$ cat config.mk
export PLATFORM = sky130hd
export DESIGN_NAME = srl16_fifo_ctl
export DESIGN_NICKNAME = d
export VERILOG_FILES = /design/src/rtl/srl16_fifo_ctl.sv
export SDC_FILE = /design/constraint.sdc
export NUM_CORES = 1
export LEC_CHECK = 0
export ABC_AREA = 1
export BUFFER_PORTS_ARGS = -buffer_cell sky130_fd_sc_hd__buf_4
export CORE_MARGIN = 2
export CORE_UTILIZATION = 47
export DETAILED_ROUTE_END_ITERATION = 8
export PLACE_DENSITY = 0.76
export SLEW_MARGIN = 20
export SYNTH_ARGS = -nofsm -noshare
export SYNTH_HDL_FRONTEND = slang
export SYNTH_SLANG_ARGS = --single-unit
$ cat constraint.sdc
create_clock -name clk -period 2.7 [get_ports clk]
set_clock_uncertainty 0.2 [all_clocks]
set_input_delay 0.54 -clock clk [delete_from_list [all_inputs] [get_ports clk]]
set_output_delay 0.54 -clock clk [all_outputs]
set_load 0.02 [all_outputs]
$ cat src/rtl/srl16_fifo_ctl.sv
// rtl/srl16_fifo_ctl.sv - control block for an SRL16E-based elastic FIFO
//
// Sequences an external bank of SRL16E shift registers (one per data bit)
// and owns a single registered output word. Total capacity is 16 words
// in the SRL plus 1 in the output register.
//
// Optional build macro: SRL16_FIFO_BYPASS_EN
//   defined   - a word pushed into an empty FIFO whose output register is
//               free (or draining) goes straight to out_data, skipping the SRL.
//   undefined - every word passes through the SRL (2-edge empty latency).
//
// Parameters:
//   WIDTH      data width of the SRL bank and output register
//   AFULL_LVL  occupancy (1..17) at or above which afull asserts
//
// Ports:
//   clk        clock, rising edge
//   rst_n      asynchronous reset, active low
//   in_valid   producer word present on in_data
//   in_ready   FIFO accepts a word this cycle
//   in_data    producer word (also wired to the SRL bank d inputs)
//   srl_ce     SRL bank shift enable
//   srl_a      SRL bank read address, always the oldest stored word
//   srl_y      SRL bank addressed output (combinational)
//   out_data   registered output word
//   out_valid  out_data holds a valid word
//   out_ready  consumer accepts out_data this cycle
//   count      total occupancy, SRL words + out_valid (0..17)
//   afull      count >= AFULL_LVL

module srl16_fifo_ctl #(
    parameter int WIDTH     = 2,
    parameter int AFULL_LVL = 12
) (
    input  logic             clk,
    input  logic             rst_n,
    input  logic             in_valid,
    output logic             in_ready,
    input  logic [WIDTH-1:0] in_data,
    output logic             srl_ce,
    output logic [3:0]       srl_a,
    input  logic [WIDTH-1:0] srl_y,
    output logic [WIDTH-1:0] out_data,
    output logic             out_valid,
    input  logic             out_ready,
    output logic [4:0]       count,
    output logic             afull
);

    localparam logic [4:0] CNT_FULL = 5'd16;
    localparam logic [4:0] AFULL_TH = 5'(AFULL_LVL);

    logic [4:0] cnt;        // words held in the SRL bank, 0..16
    logic       run;        // low until the first edge after reset release
    logic       push;
    logic       ld;
    logic       byp;
    logic       out_free;   // output register can take a word this edge
    logic [4:0] cnt_m1;

    // in_ready depends on state only, so a full SRL blocks the producer even
    // while the consumer is draining; it reopens once a load drops cnt.
    assign in_ready = run & (cnt != CNT_FULL);
    assign push     = in_valid & in_ready;
    assign out_free = ~out_valid | out_ready;
    assign ld       = (cnt != 5'd0) & out_free;

`ifdef SRL16_FIFO_BYPASS_EN
    // cnt==0 implies ld==0, so bypass and SRL load never compete.
    assign byp = push & (cnt == 5'd0) & out_free;
`else
    logic unused_in_data;
    assign byp            = 1'b0;
    assign unused_in_data = ^in_data;
`endif

    assign srl_ce = push & ~byp;

    // The newest word enters stage 0, so the oldest sits at stage cnt-1.
    assign cnt_m1 = cnt - 5'd1;
    assign srl_a  = (cnt == 5'd0) ? 4'd0 : cnt_m1[3:0];

    assign count = cnt + {4'd0, out_valid};
    assign afull = (count >= AFULL_TH);

    always_ff @(posedge clk or negedge rst_n) begin
        if (!rst_n) begin
            run       <= 1'b0;
            cnt       <= 5'd0;
            out_valid <= 1'b0;
            out_data  <= '0;
        end else begin
            run <= 1'b1;

            // Shift and load on the same edge cancel; srl_a stays put.
            case ({srl_ce, ld})
                2'b10:   cnt <= cnt + 5'd1;
                2'b01:   cnt <= cnt - 5'd1;
                default: cnt <= cnt;
            endcase

            // srl_y reflects pre-edge SRL contents, so a simultaneous
            // shift cannot corrupt the word being loaded.
            if (ld) begin
                out_data  <= srl_y;
                out_valid <= 1'b1;
            end else if (byp) begin
                out_data  <= in_data;
                out_valid <= 1'b1;
            end else if (out_valid && out_ready) begin
                out_valid <= 1'b0;
            end
        end
    end

endmodule

==> run metrics <==
cell depth of the worst setup path 6; Tmin final 2500 ps; Worst-path clk slew 70 ps; Main synth FF type dfrtp_1; drt wl/cell 10.6 um; WL met3 84 um; first-pass GRT wire length 2130 um; Slew Limit Fails 0; Synth Net Count 102; via count 621; TritonCTS Buffers 3; Startpoint Class flop; most used cell, CP ha_1; Crit-path slowest cell dfrtp_1; post-DP HPWL 1090 um; worst-path cell chain ha_1 > ha_1 > nand3_1 > xor2_1 > o21ai_0 > buf_4; HP Start srl_y[1]; Max Root-Sink Buffers 2; Total Routing Usage GR 20.0%; number of global-route vias before repair 515; clock latency on the worst-skew pair 260 ps; Critical Path Sink afull; Final nets 125; R2R depth 12; Synth area leaders dfrtp_1 (34%), nand2_1 (13%), ha_1 (9.6%); Root Buffer clkbuf_4; M1 WL 536 um; gpl congestion 0.759; Largest stage delay, worst path 460 ps; Max-cap violations 0; htree depth 1; top-area cell type share of the netlist area 34.4%; FILL cells 132; CP Capture Type output port; Via density 4.93; CP startpoint cnt[0]; maximum fanout along the worst path 6; area delta synth->final 27.9%; DR top layer met3; reg2reg start cnt[0]; Detail Route Antenna Nets 0; Worst R2R Setup Slack 390 ps; kind of critical path reg2out; share of post-route cells with drive strength above 1 27.0%; # rows 13; final setup fails 0; ys async rst share 100%; largest net degree at the start of global routing 11; number of synthesized flops with an enable pin 0; Buf+Inv Stages, Crit Path 1; worst path required time 1960 ps; Core Region 1300 um2; Syn Inst Count 89; power density cells 1400 nW/um2; DIE WIDTH 41.3 um; Fin. Hold Viols 0; Ys Warns 0; syn_area_per_cell 7.35 um2; number of distinct library cells after synthesis 20; Worst R2R End cnt[4]; Initial Utilization 50.3%; Cell Area, Synth 654 um2; Clock Sinks 9; # Post-CTS Setup Buffers 0; RSZ-0062 raised after global routing no; Leak 0.486 nW; die area 1710 um2; fin crit share 92.8%; cell family with the largest share of critical-path delay flip-flops; total wire length 1340 um; number of buffers added on ports 20; CTS tree done; Starting DRT DRC Count 17; Post-route DRC 0; critical path arrival 1760 ps; hold depth 3; Worst Hold Class in2reg; initial antenna violation count 0; # IOs 23; diode count 0; Congestion Overflow GR 0; Finished Layout Cells 126; status finished clean; register area share after synthesis 34.4%; Inst Count DP 121; setup tns final 0 ps; Synth area leader dfrtp_1; f_max 399 MHz; die height 41.3 um; met2 wire length 718 um; synthesized flop and latch total 9; Max IR drop VDD 0.000853 V; TritonRoute pass-1 iters 4
-- worst min path at each step --
stage and end:
4_1_cts out_data[1], 3_3_place_gp cnt[2], 3_5_place_dp cnt[2], 5_1_grt out_data[1], 6_report out_data[1], 2_1_floorplan cnt[0]
-- through the flow --
step	power (W)	utilization (%)	hold slack (ps)	setup slack (ps)	area, um2
after detailed placement	0.00107	61.5	171	390	801
after global routing	0.00127	64.3	280	39.2	837
after global placement	0.00104	61.5	169	453	801
final	0.00117	64.3	277	196	837
after floorplan	0.000811	-	44.4	422	654
after CTS	0.00118	64.3	274	170	837
-- worst register-to-register path, delay by kind of cell, from the launching register on --
family | cells | cell delay (ps)
XOR/XNOR | 1 | 140
buffers and inverters | 3 | 240
AND/OR/NAND/NOR | 5 | 340
adder cells (fa/ha/maj) | 2 | 650
flip-flops | 1 | 470
AO/OA/AOI/OAI | 1 | 160
-- synthesized netlist by cell type, drive strengths merged (2+ instances only) --
cell type and number:
or2 2, inv 18, nor2 5, buf 2
o21ai 2, ha 5, nand2 25, nand3 8
xor2 3, a21oi 3, xnor2 4, dfrtp 9
-- flip-flops by register name, summed over array words and instances (netlist names) --
| name | cells |
|---|---|
| cnt | 5 |
| out_data | 2 |
| out_valid | 1 |
| run | 1 |
-- repair_timing --
item / CTS / global route
hold endpoints to repair: 9 / 0
hold buffers: 1 / 0
gates resized for setup: 0 / 0
-- routing by layer --
metal  up-vias  track usage (%)
met2        22             34.4
li1        313                -
met5         -                0
met3         0             6.38
met1       286             24.1
met4         0             4.84
-- area by class of cell --
type                    instances  area, um2  area share [%]
clock buffers                   4       26.3            3.14
inverters                      18       67.6            8.07
multi-input cells              59        339            40.5
flip-flops and latches          9        225            26.9
well taps                      15       18.8            2.24
repair buffers                 21        160            19.1
-- cells by family (layout without fill, tap and decap cells) --
logic type	Yosys count	in the layout	share of synthesized area, %
AND/OR/NAND/NOR	41	41	28.5
flip-flops	9	9	34.4
XOR/XNOR	7	7	9.37
AO/OA/AOI/OAI	5	5	3.82
adder cells (fa/ha/maj)	5	5	9.56
buffers and inverters	21	43	13.8
other	1	1	0.573
-- layout by cell type, fill, tap and decap left out --
cell,instances
nand2_2,2
ha_1,5
nor2_2,1
nand4_1,1
clkbuf_1,1
a21oi_1,3
conb_1,1
buf_4,20
clkbuf_4,3
nand2_4,1
inv_2,3
dfrtp_1,9
nand2_1,22
xnor2_1,4
inv_1,15
dlygate4sd3_1,1
nor2_1,4
o21ai_0,2
nand3_1,8
or2_1,2
xor2_1,3
-- power breakdown --
group	total, W	switching, W	leakage, nW	internal, W
registers	0.000269	0.0000871	0.103	0.000181
clock network	0.000102	0.0000453	0.0150	0.0000568
logic	0.000799	0.000451	0.368	0.000348
total	0.00117	0.000583	0.486	0.000586
No activity file was read; power rests on OpenSTA's default activity.
